--- src/rtl/collision_search_scheduler.sv ---
`default_nettype none
// +----------------------------------------------------------------------------+
// | collision_search_scheduler: clear/launch/run/halt sequencing of a searcher   |
// | array with lowest-index winner select, cycle budget and abort.              |
// | Revision: 1.0                                                               |
// +----------------------------------------------------------------------------+
module collision_search_scheduler #(
  parameter int NUM_SEARCHERS = 32,
  parameter int IDX_W         = 5,
  parameter int TARGET_W      = 5
) (
  input  logic                        clk,
  input  logic                        reset,
  input  logic                        cmd_start,
  input  logic [TARGET_W-1:0]         cmd_target,
  input  logic [31:0]                 cmd_timeout,
  input  logic                        cmd_abort,
  output logic                        busy,
  output logic                        found,
  output logic                        timed_out,
  output logic [31:0]                 result,
  output logic [IDX_W-1:0]            result_index,
  output logic [31:0]                 cycles,
  output logic                        srch_clear,
  output logic                        srch_start,
  output logic [TARGET_W-1:0]         srch_target,
  input  logic [NUM_SEARCHERS-1:0]    srch_done,
  input  logic [32*NUM_SEARCHERS-1:0] srch_result
);

  typedef enum logic [2:0] {
    S_IDLE   = 3'd0,
    S_CLEAR  = 3'd1,
    S_LAUNCH = 3'd2,
    S_RUN    = 3'd3,
    S_HALT   = 3'd4
  } state_t;

  state_t              r_state, w_state_nxt;
  logic                r_busy, r_found, r_timed_out, r_clear, r_start;
  logic [31:0]         r_result, r_cycles, r_budget;
  logic [IDX_W-1:0]    r_index;
  logic [TARGET_W-1:0] r_target;

  logic                w_found_nxt, w_timed_out_nxt;
  logic [31:0]         w_result_nxt, w_cycles_nxt, w_budget_nxt, w_cyc_inc;
  logic [IDX_W-1:0]    w_index_nxt, w_win_idx;
  logic [TARGET_W-1:0] w_target_nxt;
  logic [31:0]         w_win_res;
  logic                w_any_done;

  // Descending scan so the lowest set index is the last one written.
  always_comb begin
    w_any_done = |srch_done;
    w_win_idx  = '0;
    w_win_res  = '0;
    for (int i = NUM_SEARCHERS - 1; i >= 0; i--) begin
      if (srch_done[i]) begin
        w_win_idx = IDX_W'(i);
        w_win_res = srch_result[32*i +: 32];
      end
    end
  end

  assign w_cyc_inc = (r_cycles == 32'hFFFF_FFFF) ? r_cycles : r_cycles + 32'd1;

  always_comb begin
    w_state_nxt     = r_state;
    w_found_nxt     = r_found;
    w_timed_out_nxt = r_timed_out;
    w_result_nxt    = r_result;
    w_index_nxt     = r_index;
    w_cycles_nxt    = r_cycles;
    w_budget_nxt    = r_budget;
    w_target_nxt    = r_target;
    case (r_state)
      S_IDLE: begin
        if (cmd_start) begin
          w_target_nxt = cmd_target;
          w_budget_nxt = cmd_timeout;
          w_state_nxt  = S_CLEAR;
        end
      end
      S_CLEAR: begin
        w_found_nxt     = 1'b0;
        w_timed_out_nxt = 1'b0;
        w_cycles_nxt    = '0;
        w_result_nxt    = '0;
        w_index_nxt     = '0;
        w_state_nxt     = S_LAUNCH;
      end
      S_LAUNCH: w_state_nxt = S_RUN;
      S_RUN: begin
        w_cycles_nxt = w_cyc_inc;
        if (w_any_done) begin
          w_found_nxt  = 1'b1;
          w_index_nxt  = w_win_idx;
          w_result_nxt = w_win_res;
          w_state_nxt  = S_HALT;
        end else if (cmd_abort) begin
          w_state_nxt = S_HALT;
        end else if ((r_budget != 32'd0) && (w_cyc_inc == r_budget)) begin
          w_timed_out_nxt = 1'b1;
          w_state_nxt     = S_HALT;
        end
      end
      S_HALT:  w_state_nxt = S_IDLE;
      default: w_state_nxt = S_IDLE;
    endcase
  end

  always_ff @(posedge clk) begin
    if (reset) begin
      r_state     <= S_IDLE;
      r_busy      <= 1'b0;
      r_found     <= 1'b0;
      r_timed_out <= 1'b0;
      r_clear     <= 1'b0;
      r_start     <= 1'b0;
      r_result    <= '0;
      r_index     <= '0;
      r_cycles    <= '0;
      r_budget    <= '0;
      r_target    <= '0;
    end else begin
      r_state     <= w_state_nxt;
      r_busy      <= (w_state_nxt != S_IDLE);
      r_clear     <= (w_state_nxt == S_CLEAR) || (w_state_nxt == S_HALT);
      r_start     <= (w_state_nxt == S_LAUNCH);
      r_found     <= w_found_nxt;
      r_timed_out <= w_timed_out_nxt;
      r_result    <= w_result_nxt;
      r_index     <= w_index_nxt;
      r_cycles    <= w_cycles_nxt;
      r_budget    <= w_budget_nxt;
      r_target    <= w_target_nxt;
    end
  end

  assign busy         = r_busy;
  assign found        = r_found;
  assign timed_out    = r_timed_out;
  assign result       = r_result;
  assign result_index = r_index;
  assign cycles       = r_cycles;
  assign srch_clear   = r_clear;
  assign srch_start   = r_start;
  assign srch_target  = r_target;

endmodule
`default_nettype wire

--- config.mk ---
export PLATFORM = sky130hd
export DESIGN_NAME = collision_search_scheduler
export DESIGN_NICKNAME = d
export VERILOG_FILES = /design/src/rtl/collision_search_scheduler.sv
export SDC_FILE = /design/constraint.sdc
export NUM_CORES = 1
export LEC_CHECK = 0
export CORE_AREA = 2 2 463 465
export DETAILED_ROUTE_END_ITERATION = 16
export DIE_AREA = 0 0 465 467
export SKIP_LAST_GASP = 1
export SLEW_MARGIN = 20
export SYNTH_ARGS = -nofsm -noshare
export SYNTH_HDL_FRONTEND = slang
export SYNTH_SLANG_ARGS = --single-unit
--- constraint.sdc ---
create_clock -name clk -period 3.05 [get_ports clk]
set_input_delay 0.7625 -clock clk [delete_from_list [all_inputs] [get_ports clk]]
set_output_delay 0.7625 -clock clk [all_outputs]
set_load 0.02 [all_outputs]
==> out/results.tsv <==
metric	value	unit
run_status	complete, but fails checks	
violations	negative setup slack	
setup_tns	-0.622	ns
critPathMaxStageDelay	0.54	ns
start_util	6.42	%
worstSetupEndpointType	flop	
grt_pass1_wl	288000	um
gp_congestion	0.997	
synth_cell_type_count	69	
avgRoutedWirePerCell	35.7	um
max_freq	295	MHz
drt.antenna.violating_nets	0	
synth_nets	3149	
synth_warnings	0	
core_area	212000	um^2
htreeDepth	4	
chipHeight	467	um
syn_area_per_cell	6.63	um^2
grt_max_degree	46	
root_buffer	clkbuf_16	
critical-path-slowest-cell	nor4_1	
grt_usage	20.6	%
worstPathCellList	nand3_2 > buf_4 > nor4_1 > buf_4 > nand4_1 > mux2i_1 > xor2_1 > and3_1 > nand4_1 > or4_4 > o211ai_1	
p_leak	0.0128	uW
nFillCells	23992	
clk_path_buf_depth	2	
post-route-drc-count	0	
drtPass1Iterations	5	
dp_hpwl	213000	um
clk-insertion-delay-late	0.51	ns
port_buffers	1175	
max_cap_viol_count	0	
synth_top_area_share	16.8	%
synth_edf_count	0	
die-area	217000	um^2
rsz0062_at_grt	yes	
arrival	3.74	ns
antenna_found_initial	160	
post-place-ws	-1.31	ns
path_class	flop to flop	
maxSlewHeadroom	38.1	%
cp.required	3.41	ns
finalSetupViolations	5	
vias	26559	
skew	0.0215	ns
drt_iter0_drc	2274	
cp_max_fo	4	
io_pins	1176	
die_w	465	um
layout.nets	4809	
cellPowerDensity	235	nW/um^2
via_per_inst	4.03	
synth_area_leaders	dfxtp_1, a221oi_1, a21oi_1	
min_period	3.38	ns
worst_slack	-0.335	ns
syn_area	13600	um^2
worst_pin_slew	0.929	ns
numCtsBuffers	17	
netlist_instances	2051	
drt_wl_total	235000	um
vdd_drop_max	0.000474	V
fp-row-count	169	
grt_pass1_vias	26082	
async_reset_ff_share	0	%
hold_viol	0	
ys_ff_latch	114	
area_growth	167	%
cts.sinks	114	
synthFlopType	dfxtp_1	
path_clk_slew	0.08	ns
cts_tree	yes	
drive_above_1_share	25.1	%
slew_viol_final	0	
min_period_over_period	111	%
yosysSeqAreaShare	16.8	%
yosysTopAreaCell	dfxtp_1	
hp-class	flop to flop	
overflow	0	
startpoint_type	flop	
placed cells by master, fill, tap and decap left out, types with 42 or more instances in the layout:
master,count
buf_4,583
a221oi_1,102
inv_1,68
buf_12,78
o21ai_0,106
o22ai_1,130
dfxtp_1,102
diode_2,42
nand2_1,224
nor2_1,129
a221o_1,53
a21oi_1,231
o221ai_1,68
clkdlybuf4s50_1,1155
state kept, by name, indices dropped and copies added, names as in the netlist:
register	flops
srch_clear	1
srch_start	1
r_budget	32
srch_target	5
cycles	32
r_state	3
result_index	5
result	32
timed_out	1
found	1
busy	1
layout make-up:
cell class,instances,area (um^2),area share (%)
Antenna cell,42,105,0.290
Clock buffer,18,450,1.24
Clock inverter,14,130,0.359
Inverter,73,274,0.755
Multi-Input combinational cell,1650,11600,31.9
Sequential cell,114,2310,6.37
Tap cell,2821,3530,9.73
Timing Repair Buffer,1855,17900,49.4
cells by family after synthesis:
kind of cell / Yosys count / synth area share, %
AOI/OAI and AO/OA: 1015 / 51.8
and+or+nand+nor: 584 / 20.1
buffers and inverters: 287 / 7.95
DFF: 114 / 16.8
xor gates and xnor gates: 45 / 2.90
muxes: 5 / 0.377
adders and majority gates: 1 / 0.0920
worst max-delay path, delay by kind of cell, from the launching register on:
kind,cells,cell delay [ns]
DFF,1,0.36
buffers and inverters,2,0.45
xor gates and xnor gates,1,0.16
and+or+nand+nor,6,1.75
muxes,1,0.28
AOI/OAI and AO/OA,1,0.23
final timing paths:
check	startpoint	slack (ns)	cells past startpoint	to
min reg2reg	result[7]	0.45	1	result[7]
max	cycles[3]	-0.33	11	srch_clear
min	result[7]	0.45	1	result[7]
max reg2reg	cycles[3]	-0.33	11	srch_clear
synth_stat cells (4+ instances only):
library cell / instances
a22oi_1: 11
nor4b_1: 4
a311oi_1: 10
or2_2: 14
nand2b_1: 10
a211o_1: 4
o31ai_1: 41
a221o_1: 56
a31oi_1: 31
nor2b_1: 19
or4_1: 6
o221ai_1: 74
o311ai_0: 6
dfxtp_1: 114
nand4_1: 26
o2111ai_1: 6
nand3b_1: 5
a21oi_1: 237
nand3_1: 29
and3_1: 11
and2_1: 7
nor2_1: 139
a2111oi_0: 22
xnor2_1: 30
o211ai_1: 14
xor2_1: 15
o21a_1: 8
inv_1: 68
o22ai_1: 137
o41ai_1: 18
a211oi_1: 12
clkbuf_1: 191
nor4_1: 27
mux2i_1: 4
a22o_1: 20
o31a_1: 7
and4_1: 5
a221oi_1: 143
or3_1: 14
o21ai_0: 132
o22a_1: 5
nor3_1: 32
nand2_1: 225
buf_1: 20
per-stage QoR:
step	cell area, um^2	hold WS (ns)	utilization, %	cells	power [uW]
finish	36300	0.452	17.1	6587	8520
global placement	34200	0.436	16.1	6492	6180
CTS	35400	0.459	16.7	6533	8490
detailed placement	34200	0.441	16.2	6492	6160
floorplan	13700	0.461	-	2051	2670
global route	36200	0.482	17.1	6568	8810
timing repair:
action | in CTS | in global routing
hold buffers | 0 | 0
endpoints found under the setup margin | 39 | 39
gates cloned | 1 | 3
setup buffers | 9 | 10
pin swaps | 26 | 59
gates resized for setup | 126 | 131
routing by layer:
| metal | global-route usage (%) | up-vias | routed length (um) | part of all wire, % |
|---|---|---|---|---|
| met2 | 34.7 | 1632 | 110000 | 47 |
| met4 | 8.68 | 62 | 12000 | 5.1 |
| met5 | 0 | - | 403 | 0.17 |
| li1 | - | 11563 | - | - |
| met1 | 24.7 | 12899 | 93000 | 40 |
| met3 | 5.19 | 403 | 19900 | 8.5 |
power breakdown:
group          internal [uW]  switching, uW  total [uW]  leakage [uW]
clock                   1130           1060        2190      0.000282
sequential              1540           75.6        1620      0.000933
combinational           2350           2370        4720        0.0116
total                   5020           3510        8520        0.0128
Note: power is estimated with default switching activity, not from simulation.
